--- config.mk ---
export PLATFORM = sky130hd
export DESIGN_NAME = writeback_arbiter
export DESIGN_NICKNAME = d
export VERILOG_FILES = /design/src/rtl/rv32_isa_pkg.sv /design/src/rtl/reg_scoreboard.sv /design/src/rtl/writeback_arbiter.sv
export SDC_FILE = /design/constraint.sdc
export NUM_CORES = 1
export LEC_CHECK = 0
export ABC_AREA = 0
export CAP_MARGIN = 20
export CORE_MARGIN = 1.5
export CORE_UTILIZATION = 40
export CTS_CLUSTER_DIAMETER = 80
export DETAILED_ROUTE_END_ITERATION = 7
export PLACE_DENSITY = 0.74
export SLEW_MARGIN = 25
export SYNTH_ARGS = -nofsm -noshare
export SYNTH_HDL_FRONTEND = slang
export SYNTH_SLANG_ARGS = --single-unit
export TNS_END_PERCENT = 100
--- constraint.sdc ---
create_clock -name iClk -period 2.4 [get_ports iClk]
set_input_delay 0.6 -clock iClk [delete_from_list [all_inputs] [get_ports iClk]]
set_output_delay 0.6 -clock iClk [all_outputs]
set_load 0.01 [all_outputs]
--- src/rtl/rv32_isa_pkg.sv ---
// rtl/rv32_isa_pkg.sv - RV32 register-file widths, address type and write-back source encoding
package rv32_isa;

  localparam int RegWidth     = 32;
  localparam int RegAddrWidth = 5;

  typedef logic [RegAddrWidth-1:0] reg_addr_t;

  // Which producer owns the write port this cycle
  typedef enum logic [1:0] {
    WB_NONE = 2'd0,
    WB_ALU  = 2'd1,
    WB_MEM  = 2'd2
  } wb_src_e;

endpackage

--- src/rtl/reg_scoreboard.sv ---
// rtl/reg_scoreboard.sv - pending-destination bits with RAW busy queries and WAW issue stall
module reg_scoreboard
  import rv32_isa::*;
#(
  parameter int NRegs = 32
) (
  input  logic                    iClk,
  input  logic                    nRst,
  input  logic                    issue_valid,
  input  logic [RegAddrWidth-1:0] issue_rd,
  output logic                    issue_stall,
  input  logic                    clr_en,
  input  logic [RegAddrWidth-1:0] clr_addr,
  input  logic [RegAddrWidth-1:0] rs1_addr,
  input  logic [RegAddrWidth-1:0] rs2_addr,
  output logic                    rs1_busy,
  output logic                    rs2_busy
);

  logic [NRegs-1:0] pending_q;
  logic [NRegs-1:0] pending_d;
  logic             set_en;

  // Queries look at registered state only; a same-edge write is not bypassed
  always_comb begin
    issue_stall = (issue_rd != '0) && pending_q[issue_rd];
    rs1_busy    = (rs1_addr != '0) && pending_q[rs1_addr];
    rs2_busy    = (rs2_addr != '0) && pending_q[rs2_addr];
    set_en      = issue_valid && !issue_stall && (issue_rd != '0);
  end

  // Clear on write-back, then set on issue so a new owner of the same register wins
  always_comb begin
    pending_d = pending_q;
    if (clr_en) pending_d[clr_addr] = 1'b0;
    if (set_en) pending_d[issue_rd] = 1'b1;
    pending_d[0] = 1'b0;
  end

  // Pending-bit register
  always_ff @(posedge iClk or negedge nRst) begin
    if (!nRst) pending_q <= '0;
    else       pending_q <= pending_d;
  end

endmodule

--- src/rtl/writeback_arbiter.sv ---
// rtl/writeback_arbiter.sv - ALU/load write-port arbiter with starvation guard and pending scoreboard
module writeback_arbiter
  import rv32_isa::*;
#(
  parameter int NRegs       = 32,
  parameter int StarveLimit = 2
) (
  input  logic                    iClk,
  input  logic                    nRst,
  input  logic                    iIssueValid,
  input  logic [RegAddrWidth-1:0] iIssueRd,
  output logic                    oIssueStall,
  input  logic [RegAddrWidth-1:0] iRs1Addr,
  input  logic [RegAddrWidth-1:0] iRs2Addr,
  output logic                    oRs1Busy,
  output logic                    oRs2Busy,
  input  logic                    iAluValid,
  output logic                    oAluReady,
  input  logic [RegAddrWidth-1:0] iAluRd,
  input  logic [RegWidth-1:0]     iAluData,
  input  logic                    iMemValid,
  output logic                    oMemReady,
  input  logic [RegAddrWidth-1:0] iMemRd,
  input  logic [RegWidth-1:0]     iMemData,
  output logic                    oWriteEn,
  output logic [RegAddrWidth-1:0] oAddr_Rd,
  output logic [RegWidth-1:0]     oRd
);

  localparam int CntW = (StarveLimit < 1) ? 1 : $clog2(StarveLimit + 1);
  localparam logic [CntW-1:0] StarveMax = CntW'(StarveLimit);

  logic [CntW-1:0]         starve_q, starve_d;
  logic                    wr_en_q, wr_en_d;
  logic [RegAddrWidth-1:0] wr_addr_q, wr_addr_d;
  logic [RegWidth-1:0]     wr_data_q, wr_data_d;
  logic                    force_alu;
  wb_src_e                 grant;

  // Loads win by default; a starved ALU is pushed ahead once the limit is reached
  always_comb begin
    force_alu = (starve_q >= StarveMax);
    oMemReady = !force_alu;
    oAluReady = !iMemValid || force_alu;
    grant     = WB_NONE;
    if (iMemValid && oMemReady)      grant = WB_MEM;
    else if (iAluValid && oAluReady) grant = WB_ALU;
  end

  // Count consecutive refused ALU offers; any accept or idle ALU restarts the count
  always_comb begin
    starve_d = starve_q;
    if (!iAluValid || (grant == WB_ALU)) starve_d = '0;
    else if (starve_q != StarveMax)      starve_d = starve_q + 1'b1;
  end

  // Stage the granted result for the write port; x0 results are swallowed
  always_comb begin
    wr_en_d   = 1'b0;
    wr_addr_d = wr_addr_q;
    wr_data_d = wr_data_q;
    case (grant)
      WB_MEM: if (iMemRd != '0) begin
        wr_en_d   = 1'b1;
        wr_addr_d = iMemRd;
        wr_data_d = iMemData;
      end
      WB_ALU: if (iAluRd != '0) begin
        wr_en_d   = 1'b1;
        wr_addr_d = iAluRd;
        wr_data_d = iAluData;
      end
      default: ;
    endcase
  end

  // Starve counter and write-port register
  always_ff @(posedge iClk or negedge nRst) begin
    if (!nRst) begin
      starve_q  <= '0;
      wr_en_q   <= 1'b0;
      wr_addr_q <= '0;
      wr_data_q <= '0;
    end else begin
      starve_q  <= starve_d;
      wr_en_q   <= wr_en_d;
      wr_addr_q <= wr_addr_d;
      wr_data_q <= wr_data_d;
    end
  end

  assign oWriteEn = wr_en_q;
  assign oAddr_Rd = wr_addr_q;
  assign oRd      = wr_data_q;

  reg_scoreboard #(
    .NRegs(NRegs)
  ) u_scoreboard (
    .iClk       (iClk),
    .nRst       (nRst),
    .issue_valid(iIssueValid),
    .issue_rd   (iIssueRd),
    .issue_stall(oIssueStall),
    .clr_en     (wr_en_q),
    .clr_addr   (wr_addr_q),
    .rs1_addr   (iRs1Addr),
    .rs2_addr   (iRs2Addr),
    .rs1_busy   (oRs1Busy),
    .rs2_busy   (oRs2Busy)
  );

endmodule

Word-level counts from Yosys, hierarchy flattened

Index checks and enable logic that the tools add are counted.

Register bits after elaboration: 71
Logic and storage cells: 69

Add/subtract/negate cells: 1
Magnitude comparators: 7
Equal/unequal tests: 5
Mux-type cells: 25
Bitwise operators: 3
Reduce and logical (&&, ||, !) cells: 23

Operator list:

| kind                | number |
|---|---|
| $mux 32             | 4 |
| $pmux 32 s2         | 1 |
| $and 32x32->32      | 1 |
| $not 32->32         | 1 |
| $or 32x32->32       | 1 |
| $reduce_bool 5->1   | 5 |
| $lt 5x6->1 const B  | 4 |
| $bmux 1 s5          | 3 |
| $demux 1 s5         | 2 |
| $ge 5x1->1 const B  | 2 |
| $mux 5              | 2 |
| $pmux 5 s2          | 1 |
| $logic_and 1x1->1   | 9 |
| $mux 1              | 8 |
| $mux 2              | 3 |
| $logic_not 1->1     | 4 |
| $ne 2x2->1 const B  | 2 |
| $reduce_bool 2->1   | 2 |
| $reduce_and 3->1    | 1 |
| $add 2x1->2 const B | 1 |
| $eq 2x1->1 const B  | 1 |
| $eq 2x2->1 const B  | 1 |
| $ge 2x2->1 const B  | 1 |
| $logic_or 1x1->1    | 2 |
| other kinds (2)     | 2 |

Longest topological paths before layout

Gate-level depths: netlist (run 1).

Depth after elaboration: 9
Gate-level depth with buffers: 8

Cells and area by module

A second synthesis (run 1) with hierarchy kept.

Cell total of the unflattened synthesis: 359
Area total of the unflattened synthesis: 4,284.1 µm²

By module, submodules not included:

| module            | instances | cells each | area an instance (µm²) | sequential area each (µm²) |
|---|---|---|---|---|
| reg_scoreboard    | 1         | 224        | 2,235.9                | 775.7 |
| writeback_arbiter | 1         | 135        | 2,048.2                | 1,001.0 |

Least setup slack after synthesis (run 1)

Ideal clock, no wire load.

Kind: input -> output
From: input port iRs1Addr[0]
To: output port oRs1Busy
Arrival time: 1.928 ns
Required time: 1.800 ns
Path slack: -0.128 ns
Stages: 5
Buffers on the path: 1
Cells stage by stage: buf_6 > mux4_2 > a221oi_1 > a21oi_1 > a311o_1

Longest elaborated chain between the ends: 3
Elaborated cells between the ends (all ways): 4
Classes of those cells: 2 x mux; 2 x reduce/logical

RTL lines:

| what                         | line                    | source |
|---|---|---|
| start, declared              | writeback_arbiter.sv:13 | `input logic [RegAddrWidth-1:0] iRs1Addr,` |
| $bmux 1 s5                   | reg_scoreboard.sv:27    | `rs1_busy = (rs1_addr != '0) && pending_q[rs1_addr];` |
| $mux 1 (not written as such) | reg_scoreboard.sv:27    |  |
| $logic_and 1x1->1 *          | reg_scoreboard.sv:27    |  |
| end, declared                | writeback_arbiter.sv:15 | `output logic oRs1Busy,` |

Every way passes the cells marked *; elsewhere a longest branch is shown, timed or not. The select of a mux whose other input is x is not followed.

Final worst setup path (run 1)

From: register u_scoreboard.pending_q[31]
To: output port oIssueStall

Longest elaborated chain between the ends: 3

RTL lines:

| what                         | line                    | source |
|---|---|---|
| start, declared              | reg_scoreboard.sv:20    | `logic [NRegs-1:0] pending_q;` |
| start signal, assigned       | reg_scoreboard.sv:43    | `else pending_q <= pending_d;` |
| $bmux 1 s5                   | reg_scoreboard.sv:26    | `issue_stall = (issue_rd != '0) && pending_q[issue_rd];` |
| $mux 1 (not written as such) | reg_scoreboard.sv:26    |  |
| $logic_and 1x1->1            | reg_scoreboard.sv:26    |  |
| end, declared                | writeback_arbiter.sv:12 | `output logic oIssueStall,` |

Every way passes these cells. The select of a mux whose other input is x is not followed.

==> metrics.md, run 1 <==
| Metric | Value |
|---|---|
| Synth Area in Simple Gates | 0.08702 |
| P per Cell Area | 780.9 nW/um^2 |
| Vias per inst | 5.518 |
| Largest net degree at the start of global routing | 48 |
| Post-synthesis xor/xnor area fraction | 0 |
| Synth warn | 0 |
| Clock tree from TritonCTS | yes |
| Synthesized area | 4242 um^2 |
| Syn_nets | about 430 |
| All-Layer GR Usage | 0.2268 |
| Critical Path AT | approximately 2.1 ns |
| Die Wd | 106.0 um |
| Fin worst setup slack | -0.3283 ns |
| Starting Density | 0.4109 |
| Post-synthesis mux area share | 0.3513 |
| Area leader, netlist | dfrtp_1 |
| R2R depth | 7 |
| Overall Power | 0.004994 W |
| Met2 Resource Use GR | 0.3803 |
| N_diodes | 0 |
| Failing checks | negative setup slack |
| Grt ovf | 0 |
| Final hold slack | roughly 0.24 ns |
| Register area share after synthesis | 0.4189 |
| Die Ht | 106.0 um |
| Setup-failing EPs final | 3 |
| PortBufs | ~140 |
| Worst Skew | around 0.012 ns |
| Placed insts | 629 |
| Final hold vios | 0 |
| CP Data Required Time | between 1.5 and 2 ns |
| Clock slew at reported path FFs | about 0.070 ns |
| Max Cap Viol | 0 |
| Final nets | 612 |
| Worst R2R End | oRd[20] |
| Synth top area share | 0.4189 |
| DRT iter0 DRCs | 184 |
| Num CTS Buffers | 9 |
| GR peak layer | met2 |
| Worst skew pair latency | approximately 0.35 ns |
| Rel. slew slack | 0.6094 |
| Post-layout util | 0.6194 |
| Tcrit/Tclk final | 1.137 |
| Grt met1 use | 0.2756 |
| RSZ-0062 raised after global routing | true |
| First-pass GRT wire length | 19,640 um |
| Core footprint | 10,320 um^2 |
| Unique masters post-synth | 45 |
| VDD IR max | ~0.36 mV |
| Tmin final | 2.728 ns |
| Vias in the first global route | 3,828 |
| Crit path kind | flip-flop to primary output |
| Post-synth EDFFs | 0 |
| Non-filler cells, final | 658 |
| Slack of the worst reg-to-reg path | 0.40 ns |
| Gate Count Post-Synth | 333 |
| WL/cell | 18.78 um |
| DPL Wire Length | 9461 um |
| Initial antenna violation count | 0 |
| Compound-Gate Fraction of Synth Area | 0.1050 |
| Fmax | 366.5 MHz |
| Area contributors post-synth | dfrtp_1 42%, mux2_2 12%, mux2_4 10%, mux4_2 9.6%, o21ai_0 5.7% |
| Yosys reg bits | 71 |
| Area Overhead vs Synth | 50.77% |
| Ports | 137 |
| Post-synth ARST share | 1.000 |
| Start of the worst register-to-register path | starve_q[1] |
| Die area | about 11,000 um^2 |
| WL final | 12,360 um |
| Pins Over Slew Limit | 0 |
| Antenna Violating Nets Remaining | 0 |
| Number of iterations in the first detailed-routing pass | 4 |
| Worst Hold Class | input pin to asynchronous set/reset pin |
| Worst setup SP type | flip-flop |
| Largest family of logic cells by synthesized area | multiplexers |
| Row count | 37 |
| Via Count | 3,631 |
| Grt met3 use | 0.08338 |
| H-tree levels | 3 |
| Tightest Pin Transition | 0.5859 ns |
| Routability cong. | between 0.8 and 0.9 |
| Syn Area/Cell | 12.74 um^2 |
| Leakage | 2.648 nW |
| Most numerous cell in the Yosys netlist | dfrtp_1 |
| CP endpoint kind | primary output |
| Buffer depth of the longest clock path | 2 |
| Post-Synth Adder-Cell Area | 0.002950 |
| Layout cells sized above 1 | 0.3602 |
| Drc violations | 0 |
| Most instantiated cells after synthesis | 71 x dfrtp_1, 48 x o21ai_0, 45 x mux2_2 |
| Status | complete, but fails checks |
| Worst-path fanout max | 3 |
| Synth Flop Type | dfrtp_1 |
| # clock sinks | just over 70 |
| Place WS | -1.233 ns |
| Clock root buffer | clkbuf_8 |
| Fillers | 830 |
-- cell usage in the layout, fill, tap and decap left out, types with 7 or more instances in the layout --
master,Yosys,final
o21ai_0,48,47
o31ai_1,7,7
buf_12,0,7
mux2i_1,9,9
dfrtp_1,71,71
nand2_1,10,10
mux2_4,29,30
buf_4,2,44
clkbuf_8,1,10
mux2_2,45,44
o21ai_1,8,9
nor2_1,9,9
buf_6,6,9
clkdlybuf4s50_1,0,121
mux4_2,18,20
nand3b_1,11,11
-- registers in the layout, summed over array words and instances, names as in the netlist --
| signal | flops |
|---|---|
| oWriteEn | 1 |
| oAddr_Rd | 5 |
| u_scoreboard.pending_q | 31 |
| oRd | 32 |
| starve_q | 2 |
-- per-stage QoR --
step | TNS (ns) | instance area [um^2]
3_3_place_gp | -8.276 | 6067
2_1_floorplan | -0.1103 | 4267
5_1_grt | -0.9417 | 6395
3_5_place_dp | -9.784 | 6067
6_report | -0.7620 | 6395
4_1_cts | -0.7549 | 6386
-- critical path: stages, from the launching register on --
cell and delay, ns:
dfrtp_1 0.43, mux4_2 0.50, mux2i_1 0.14, nor2_1 0.06, or4_4 0.51, buf_6 0.13
-- cell type report --
class | instances | area [um^2] | area share
multi-input combinational | 241 | 2351 | 0.3676
timing repair buffer | 191 | 1888 | 0.2952
sequential | 71 | 1777 | 0.2778
tap | 136 | 170.2 | 0.02661
clock buffer | 10 | 137.6 | 0.02152
clock inverter | 6 | 60.06 | 0.009392
inverter | 3 | 11.26 | 0.001761
-- worst max path at each step --
stage               slack, ns                        from  cells after the start          end
floorplan               -0.06                 iIssueRd[0]                      5  oIssueStall
global placement        -1.23                 iIssueRd[0]                      7  oIssueStall
detailed placement      -1.23                 iIssueRd[0]                      7  oIssueStall
CTS                     -0.36                 iIssueRd[0]                      7  oIssueStall
global route            -0.39  u_scoreboard.pending_q[25]                      5  oIssueStall
finish                  -0.33  u_scoreboard.pending_q[31]                      5  oIssueStall
-- metal layers --
metal / wire (um) / share of wire
met1: 4981 / 0.40
met2: 5997 / 0.49
met3: 1201 / 0.097
met4: 175 / 0.014
met5: 0 / 0
-- logic make-up (layout without fill, tap and decap cells) --
| family | count (synthesis) | count (layout) |
|---|---|---|
| flops | 71 | 71 |
| mux | 103 | 103 |
| simple gates | 59 | 59 |
| fa+ha+maj | 1 | 1 |
| buf+inv | 21 | 210 |
| compound gates | 78 | 78 |
-- power breakdown --
part | switching, W | leakage, nW | internal (W)
logic | 0.000780 | 1.72 | 0.00131
registers | 0.000381 | 0.832 | 0.00157
clock network | 0.000447 | 0.0981 | 0.000502
total | 0.00161 | 2.65 | 0.00339
-- timing repair --
item | CTS | global route
hold buffers | 0 | 0
setup endpoints to repair | 4 | 3
pin swaps | 6 | 2
gates cloned | 1 | 0
resized for setup | 51 | 2
setup buffers | 10 | 3
Power figures use the tool's default switching activity.
==> run 2, diff against run 1 <==
- CORE_UTILIZATION: 40 -> 35
- PLACE_DENSITY: 0.74 -> 0.66
==> metrics.md, run 2 (synthesized netlist as in run 1, its figures left out) <==
| Metric | Value |
|---|---|
| Area Overhead vs Synth | 54.93% (was 50.77%) |
| Placed insts | 648 (was 629) |
| # clock sinks | 71 (unchanged) |
| Clock tree from TritonCTS | yes (unchanged) |
| Buffer depth of the longest clock path | 2 (unchanged) |
| Number of iterations in the first detailed-routing pass | 4 (unchanged) |
| Final hold slack | 0.2269 ns (was 0.2386 ns) |
| Worst skew pair latency | 0.32 ns (was 0.35 ns) |
| Clock root buffer | clkbuf_16 (was clkbuf_8) |
| Sequential Power Share | 0.359 (was 0.391) |
| Status | complete, but fails checks (unchanged) |
| Grt ovf | 0 (unchanged) |
| CP Data Required Time | 1.80 ns (about the same) |
| DRT iter0 DRCs | 139 (was 184) |
| Clock slew at reported path FFs | 0.05 ns (was 0.07 ns) |
| Starting Density | 0.3561 (was 0.4109) |
| Ports | 137 (unchanged) |
| Net Sw Frac | 0.3026 (was 0.3220) |
| CP endpoint kind | primary output (unchanged) |
| Antenna Violating Nets Remaining | 0 (unchanged) |
| Tightest Pin Transition | 0.4569 ns (was 0.5859 ns) |
| Place WS | -1.217 ns (was -1.233 ns) |
| Worst-path fanout max | 3 (unchanged) |
| Initial antenna violation count | 0 (unchanged) |
| Vias in the first global route | 3,932 (was 3,828) |
| Via Count | 3,626 (was 3,631) |
| Slack of the worst reg-to-reg path | 0.36 ns (was 0.40 ns) |
| N_diodes | 0 (unchanged) |
| Layout cells sized above 1 | 0.3681 (was 0.3602) |
| Core footprint | 11,910 um^2 (was 10,320 um^2) |
| Start of the worst register-to-register path | starve_q[1] (unchanged) |
| P per Cell Area | 805.6 nW/um^2 (was 780.9 nW/um^2) |
| Num CTS Buffers | 9 (unchanged) |
| Pins Over Slew Limit | 0 (unchanged) |
| Failing checks | negative setup slack (unchanged) |
| Hold Buf Count CTS | 0 (unchanged) |
| Setup-failing EPs final | 3 (unchanged) |
| Largest net degree at the start of global routing | 39 (was 48) |
| Comb power frac | 0.415 (was 0.419) |
| Vias per inst | 5.380 (was 5.518) |
| Die area | 12,790 um^2 (was 11,230 um^2) |
| Tcrit/Tclk final | 1.123 (was 1.137) |
| Die Ht | 113.1 um (was 106.0 um) |
| Routability cong. | 0.8441 (was 0.8723) |
| Row count | 40 (was 37) |
| Fin worst setup slack | -0.2963 ns (was -0.3283 ns) |
| Clk pwr share | 0.226 (was 0.190) |
| H-tree levels | 3 (unchanged) |
| VDD IR max | 0.3796 mV (was 0.3584 mV) |
| Critical Path AT | 2.10 ns (was 2.13 ns) |
| Worst setup SP type | flip-flop (unchanged) |
| R2R depth | 7 (unchanged) |
| First-pass GRT wire length | 20,070 um (was 19,640 um) |
| Max Cap Viol | 0 (unchanged) |
| Worst R2R End | oRd[4] (was oRd[20]) |
| Worst Skew | 0.005830 ns (was 0.01234 ns) |
| Fmax | 370.9 MHz (was 366.5 MHz) |
| Commonest non-fill, non-tap cell in the layout | clkdlybuf4s50_1 (unchanged) |
| DPL Wire Length | 9383 um (was 9461 um) |
| Crit path kind | flip-flop to primary output (unchanged) |
| Drc violations | 0 (unchanged) |
| Rel. slew slack | 0.6954 (was 0.6094) |
| Most frequent cells in the layout | 119 x clkdlybuf4s50_1, 71 x dfrtp_1, 47 x o21ai_0 (was 121 x clkdlybuf4s50_1, 71 x dfrtp_1, 47 x o21ai_0) |
| Final nets | 619 (was 612) |
| Non-filler cells, final | 674 (was 658) |
| Fillers | 1,015 (was 830) |
| Internal Power | 0.003692 W (was 0.003386 W) |
| Max reg flops | 32 (unchanged) |
| Tmin final | 2.696 ns (was 2.728 ns) |
| All-Layer GR Usage | 0.2030 (was 0.2268) |
| PortBufs | 136 (unchanged) |
| Leakage | 2.741 nW (was 2.648 nW) |
| Worst Hold Class | input pin to asynchronous set/reset pin (unchanged) |
| Psw | 0.001602 W (was 0.001608 W) |
| Die Wd | 113.1 um (was 106.0 um) |
| WL/cell | 18.32 um (was 18.78 um) |
| RSZ-0062 raised after global routing | true (unchanged) |
| Final hold vios | 0 (unchanged) |
| WL final | 12,350 um (was 12,360 um) |
[run 2: worst max path at each step]
stage                          startpoint     endpoint  slack, ns  depth (start not counted)
2_1_floorplan                 iIssueRd[0]  oIssueStall      -0.06                          5
3_3_place_gp                  iIssueRd[0]  oIssueStall      -1.21                          7
3_5_place_dp                  iIssueRd[0]  oIssueStall      -1.22                          7
4_1_cts                       iIssueRd[0]  oIssueStall      -0.31                          7
5_1_grt        u_scoreboard.pending_q[22]  oIssueStall      -0.34                          5
6_report       u_scoreboard.pending_q[22]  oIssueStall      -0.30                          5
[run 2: power groups by stage]
stage	combinational (W)	clock (W)	sequential, W
after floorplan	0.00103	0	0.00186
after global placement	0.00203	0	0.00189
after detailed placement	0.00208	0	0.00190
after CTS	0.00216	0.00123	0.00189
after global routing	0.00235	0.00128	0.00194
final	0.00220	0.00120	0.00190
[run 2: metrics by stage]
step                      setup TNS [ns]    util  cell area [um^2]  total power, W
after floorplan                  -0.1103       -              4267        0.002889
after global placement            -9.746  0.5166              6153        0.003919
after detailed placement          -11.46  0.5166              6153        0.003978
after CTS                        -0.6881  0.5488              6538        0.005281
after global routing             -0.8308  0.5517              6571        0.005580
final                            -0.6443  0.5517              6571        0.005294
[run 2: routing by layer]
metal / routed length (um) / GRT usage
met1: 5094 / 0.2522
met2: 5939 / 0.3293
met3: 1198 / 0.07713
met4: 114 / 0.06333
met5: 0 / 0
[run 2: worst max-delay path, cell delays in order, from the launching register on]
cell	delay, ns
dfrtp_1	0.42
mux4_2	0.49
mux2i_1	0.14
nor2_1	0.06
or4_4	0.52
buf_6	0.14
[run 2: cell type report]
| class | count | area (um^2) | area share |
|---|---|---|---|
| Clock buffer | 13 | 260.3 | 0.03960 |
| Clock inverter | 1 | 5.005 | 0.0007616 |
| Sequential cell | 71 | 1777 | 0.2704 |
| Inverter | 3 | 11.26 | 0.001714 |
| Timing Repair Buffer | 198 | 1973 | 0.3003 |
| Tap cell | 147 | 183.9 | 0.02799 |
| Multi-Input combinational cell | 241 | 2361 | 0.3593 |
[run 2: repair_timing]
action                     CTS  global route
hold endpoints to repair     0             0
setup buffers               11             0
pin swaps                    9             5
setup endpoints to repair    4             3
resized for setup           56            10
cloned                       2             0
